`src/rtl/load_store_unit.sv`:
```
// RV32I memory-access stage: byte/half/word loads and stores over a req/ack data bus, stalling the core until each access ends.
// Latency: request seen in cycle 0, DM_Req from cycle 1, Done one cycle after DM_Ack.
module load_store_unit #(
  parameter int TIMEOUT_CYCLES = 255
) (
  input  logic        CLK,
  input  logic        RSTN,
  input  logic        MEM_Read,
  input  logic        MEM_Write,
  input  logic [2:0]  Funct3,
  input  logic [31:0] ALU_Output,
  input  logic [31:0] READ_Data_2,
  output logic        Stall,
  output logic [31:0] Load_Data,
  output logic        Done,
  output logic        Fault,
  output logic [1:0]  Fault_Cause,
  output logic        DM_Req,
  output logic        DM_We,
  output logic [31:0] DM_Addr,
  output logic [31:0] DM_WData,
  output logic [3:0]  DM_BE,
  input  logic        DM_Ack,
  input  logic [31:0] DM_RData
);

  typedef enum logic [1:0] {IDLE, ACCESS, DONE, ERR} state_t;

  localparam logic [15:0] TMO_LAST = 16'(TIMEOUT_CYCLES - 1);

  localparam logic [1:0] CAUSE_MISALIGN = 2'b01;
  localparam logic [1:0] CAUSE_TIMEOUT  = 2'b10;
  localparam logic [1:0] CAUSE_ILLEGAL  = 2'b11;

  state_t      state;
  state_t      state_nxt;
  logic [15:0] tmo_cnt;
  logic [1:0]  addr_lo_q;
  logic [2:0]  funct3_q;
  logic [1:0]  cause_q;

  logic        req_any;
  logic        f3_illegal;
  logic        misalign;
  logic        timeout_hit;
  logic [3:0]  be_nxt;
  logic [31:0] wdata_nxt;
  logic [31:0] lane_shift;
  logic [7:0]  lane_byte;
  logic [15:0] lane_half;
  logic [31:0] load_ext;

  assign req_any     = MEM_Read | MEM_Write;
  assign timeout_hit = (tmo_cnt == TMO_LAST);

  // Request decode; MEM_Write takes priority when both strobes are high.
  always_comb begin
    f3_illegal = 1'b0;
    misalign   = 1'b0;
    be_nxt     = 4'b1111;
    wdata_nxt  = READ_Data_2;
    if (MEM_Write) begin
      f3_illegal = (Funct3 != 3'b000) && (Funct3 != 3'b001) && (Funct3 != 3'b010);
    end else begin
      f3_illegal = (Funct3 == 3'b011) || (Funct3 == 3'b110) || (Funct3 == 3'b111);
    end
    case (Funct3[1:0])
      2'b01:   misalign = ALU_Output[0];
      2'b10:   misalign = (ALU_Output[1:0] != 2'b00);
      default: misalign = 1'b0;
    endcase
    if (MEM_Write) begin
      case (Funct3[1:0])
        2'b00: begin
          be_nxt    = 4'b0001 << ALU_Output[1:0];
          wdata_nxt = {4{READ_Data_2[7:0]}};
        end
        2'b01: begin
          be_nxt    = 4'b0011 << ALU_Output[1:0];
          wdata_nxt = {2{READ_Data_2[15:0]}};
        end
        default: begin
          be_nxt    = 4'b1111;
          wdata_nxt = READ_Data_2;
        end
      endcase
    end
  end

  // Lane select and extension use the offset/funct3 latched at issue.
  always_comb begin
    lane_shift = DM_RData >> {addr_lo_q, 3'b000};
    lane_byte  = lane_shift[7:0];
    lane_half  = addr_lo_q[1] ? DM_RData[31:16] : DM_RData[15:0];
    case (funct3_q)
      3'b000:  load_ext = {{24{lane_byte[7]}}, lane_byte};
      3'b001:  load_ext = {{16{lane_half[15]}}, lane_half};
      3'b100:  load_ext = {24'h000000, lane_byte};
      3'b101:  load_ext = {16'h0000, lane_half};
      default: load_ext = DM_RData;
    endcase
  end

  always_ff @(posedge CLK or negedge RSTN) begin
    if (!RSTN) begin
      state <= IDLE;
    end else begin
      state <= state_nxt;
    end
  end

  always_comb begin
    state_nxt = state;
    case (state)
      IDLE: begin
        if (req_any) begin
          state_nxt = (f3_illegal || misalign) ? ERR : ACCESS;
        end
      end
      ACCESS: begin
        if (DM_Ack) begin
          state_nxt = DONE;
        end else if (timeout_hit) begin
          state_nxt = ERR;
        end
      end
      DONE:    state_nxt = IDLE;
      ERR:     state_nxt = IDLE;
      default: state_nxt = IDLE;
    endcase
  end

  always_ff @(posedge CLK or negedge RSTN) begin
    if (!RSTN) begin
      DM_Req    <= 1'b0;
      DM_We     <= 1'b0;
      DM_Addr   <= 32'h0;
      DM_WData  <= 32'h0;
      DM_BE     <= 4'b0000;
      Load_Data <= 32'h0;
      tmo_cnt   <= 16'h0;
      addr_lo_q <= 2'b00;
      funct3_q  <= 3'b000;
      cause_q   <= 2'b00;
    end else begin
      case (state)
        IDLE: begin
          if (req_any) begin
            if (f3_illegal) begin
              cause_q <= CAUSE_ILLEGAL;
            end else if (misalign) begin
              cause_q <= CAUSE_MISALIGN;
            end else begin
              DM_Req    <= 1'b1;
              DM_We     <= MEM_Write;
              DM_Addr   <= {ALU_Output[31:2], 2'b00};
              DM_BE     <= be_nxt;
              DM_WData  <= wdata_nxt;
              addr_lo_q <= ALU_Output[1:0];
              funct3_q  <= Funct3;
              tmo_cnt   <= 16'h0;
            end
          end
        end
        ACCESS: begin
          // Ack beats a coincident timeout.
          if (DM_Ack) begin
            DM_Req <= 1'b0;
            DM_We  <= 1'b0;
            if (!DM_We) begin
              Load_Data <= load_ext;
            end
          end else if (timeout_hit) begin
            DM_Req  <= 1'b0;
            DM_We   <= 1'b0;
            cause_q <= CAUSE_TIMEOUT;
          end else begin
            tmo_cnt <= tmo_cnt + 16'd1;
          end
        end
        default: begin
        end
      endcase
    end
  end

  assign Stall       = ((state == IDLE) && req_any) || (state == ACCESS);
  assign Done        = (state == DONE);
  assign Fault       = (state == ERR);
  assign Fault_Cause = (state == ERR) ? cause_q : 2'b00;

endmodule

```
`config.mk`:
```
export PLATFORM = sky130hd
export DESIGN_NAME = load_store_unit
export DESIGN_NICKNAME = d
export VERILOG_FILES = /design/src/rtl/load_store_unit.sv
export SDC_FILE = /design/constraint.sdc
export NUM_CORES = 1
export LEC_CHECK = 0
export CORE_MARGIN = 3
export CORE_UTILIZATION = 49
export CTS_CLUSTER_DIAMETER = 40
export DETAILED_ROUTE_END_ITERATION = 10
export PLACE_DENSITY = 0.9
export SYNTH_ARGS = -nofsm -noshare
export SYNTH_HDL_FRONTEND = slang
export SYNTH_SLANG_ARGS = --single-unit
```
`constraint.sdc`:
```
create_clock -name CLK -period 3.8 [get_ports CLK]
set_input_delay 1.14 -clock CLK [delete_from_list [all_inputs] [get_ports CLK]]
set_output_delay 1.14 -clock CLK [all_outputs]
set_load 0.01 [all_outputs]
```
==> results by group <==
Job
  • Max cap viols: 0

Route
  • Initial DRT Pass Iterations: 6
  • DRC viols: 0
  • Routed vias/inst: roughly 5.7
  • Avg WL per Cell: roughly 18 microns
  • Final ANT Viol Nets: 0
  • WL final: 19000 microns
  • Vias: just under 6000
  • DRT iter0 DRCs: around 590

Worst hold path
  • Hold WC Path Type: register to register
  • Hold Crit Start: DM_Addr[14]

Power and ir drop
  • Worst vdd ir: approximately 0.00053 V
  • Pleak: slightly below 0.004 uW
  • Pwr dens: between 700 and 800 nW/um^2

Setup path
  • Critical path class: primary input to output port
  • Startpoint types: primary input
  • CP Max Fanout: 2
  • Kind of end point of the critical path: output port
  • Worst endpoint required time: around 2.7 ns
  • Crit path DAT: ~2.5 ns
  • Crit path launch: MEM_Write
  • RR Startpoint: state[0]

Timing
  • Final setup margin: ~0.14 ns
  • Tmin final: approximately 3.7 ns
  • Final TNS setup: 0 ns
  • Clk_skew: around 0.011 ns
  • Max-slew violations: 0
  • FMAX: roughly 270 MHz
  • RSZ-0062 raised after global routing: no
  • Least-Margin Pin Slew: between 0.8 and 0.9 ns
  • Setup violations, final: 0
  • Slew headroom: 45.1%
  • Final hold violations: 0
  • Post-route clock period utilization: between 90% and 100%

Synth
  • Share of the synthesized area in the top cell type: about 52%
  • Top cells by area, synth: dfrtp_1 (52%), nand2_1 (13%), a21oi_1 (3.4%)
  • Post-synth EDFFs: 0
  • Leading area contributor after synthesis: dfrtp_1
  • Synth Area per Inst: slightly below 9 sq um
  • Ys async rst share: 100%
  • Synth Flop Type: dfrtp_1
  • Mapped Area: between 6000 and 7000 sq um
  • Mapped Cells: between 600 and 700
  • Yosys warnings: 0
  • Sequential fraction of the synthesis area: 51.7%
  • Yosys reg bits: roughly 130
  • Cell variety after synth: 66

Floorplanning
  • Core area: around 12000 sq um
  • Cell Rows: 39
  • Io pins: around 210
  • Starting Density: between 50% and 60%
  • Die H: about 120 microns
  • Die footprint: ~14000 sq um
  • Die W: approximately 120 microns

Layout
  • Final #Nets: around 990
  • Area Growth Syn to Fin: 46.4%
  • Filler cell count: approximately 770
  • Share of cells above drive strength 1: under 10%
  • Ant diodes: 0
  • Core Util, Final: around 76%

Clocking
  • Worst-skew pair later-pin latency: 0.42 ns
  • # hold bufs at CTS: 0
  • H-tree depth: 4
  • CTS tree: built
  • Clock sinks: around 130
  • Bufs on Longest Clock Path: 2
  • Number of buffers created by CTS: 17
  • Root Driver: clkbuf_16
  • Post-CTS setup buffer count: 0
  • CTS clock-pin slew for the worst setup and hold paths: approximately 0.06 ns
  • Post-cts gate resize count: 0

GRT
  • Total routing usage reported by global routing: 28.2%
  • First-pass GRT wire length: about 30000 microns
  • Grt total ovfl: 0
  • Vias in the first global route: just under 6000
  • Largest net degree at the start of global routing: 64
  • Initial antenna violation count: 0

Placed design
  • Setup WS pre-CTS: ~0.14 ns
  • Placer congestion estimate: 0.842
  • Post-DP HPWL: between 10000 and 15000 microns
  • I/O Buffers: between 200 and 250

Run status
  • Outcome: complete, no violations
-- metrics by stage --
step	total power, uW	area [sq um]	instances	hold slack (ns)
floorplan	3720	6050	686	0.463
global placement	5160	8230	1006	0.451
detailed placement	5250	8230	1006	0.459
CTS	7030	8850	1038	0.475
global route	7440	8850	1038	0.495
finish	7010	8850	1038	0.471
-- cell usage in the layout (no fill, tap or decap), types with 16 or more instances in the layout --
| master | netlist | layout |
|---|---|---|
| dfrtp_1 | 125 | 125 |
| clkdlybuf4s50_1 | 0 | 207 |
| buf_4 | 6 | 16 |
| nor2_1 | 47 | 47 |
| clkbuf_16 | 0 | 17 |
| a31oi_1 | 23 | 23 |
| nand2_1 | 213 | 213 |
| a21oi_1 | 41 | 41 |
| o21ai_0 | 39 | 39 |
-- flip-flops by register name (all words and copies together), names as in the netlist --
signal / flops
state: 2
Load_Data: 32
DM_Req: 1
tmo_cnt: 16
addr_lo_q: 2
cause_q: 2
DM_Addr: 30
DM_We: 1
DM_WData: 32
DM_BE: 4
funct3_q: 3
-- path summary, 6_finish.rpt --
check	to	slack [ns]	depth (start not counted)
setup / recovery	Stall	0.14	4
hold / removal	DM_Addr[14]	0.47	2
setup reg to reg	Load_Data[27]	1.37	5
hold reg to reg	DM_Addr[14]	0.47	2
max in group asynchronous	Load_Data[1]	2.13	2
min in group asynchronous	DM_WData[6]	0.82	1
-- power breakdown --
part / leakage, uW / switching [uW] / internal (uW)
Clock: 0.000293 / 597 / 1110
Sequential: 0.00154 / 398 / 1900
Combinational: 0.00207 / 1480 / 1520
-- cells in the mapped netlist, drive strengths merged, types with 8 or more instances --
cell type,instances
a21oi,41
a22oi,11
a2bb2oi,8
a31oi,23
buf,25
clkbuf,22
dfrtp,125
inv,8
nand2,214
nand2b,8
nand3,12
nor2,50
nor2b,11
o21ai,42
-- cell type report --
| cell class | count | area, sq um | share of cell area (%) |
|---|---|---|---|
| Tap cell | 143 | 179 | 2.02 |
| Clock inverter | 11 | 166 | 1.88 |
| Clock buffer | 21 | 450 | 5.09 |
| Multi-Input combinational cell | 506 | 2680 | 30.3 |
| Inverter | 8 | 30.0 | 0.339 |
| Sequential cell | 125 | 3130 | 35.4 |
| Timing Repair Buffer | 224 | 2210 | 25.0 |
-- critical path: stages --
cell and delay [ns]:
clkdlybuf4s50_1 0.57, nor3_1 0.10, nor2_1 0.14, clkdlybuf4s50_1 0.57
-- routing by layer --
layer  wire length [microns]  up-vias  track usage [%]
met5                       0        -                0
met4                     629        0             12.3
met3                    1520       48             7.76
met2                    9370      306             46.3
met1                    7520     2774             35.1
li1                        -     2742                -
-- cell families after synthesis --
group | after synthesis | share of synthesized area [%]
XOR/XNOR | 8 | 1.16
flip-flops | 125 | 51.7
buffers and inverters | 55 | 4.20
AND/OR/NAND/NOR | 324 | 23.1
AO/OA/AOI/OAI | 158 | 16.7
adder cells (fa/ha/maj) | 6 | 1.24
other | 1 | 0.0620
multiplexers | 8 | 1.78
No activity file was read; power rests on OpenSTA's default activity.
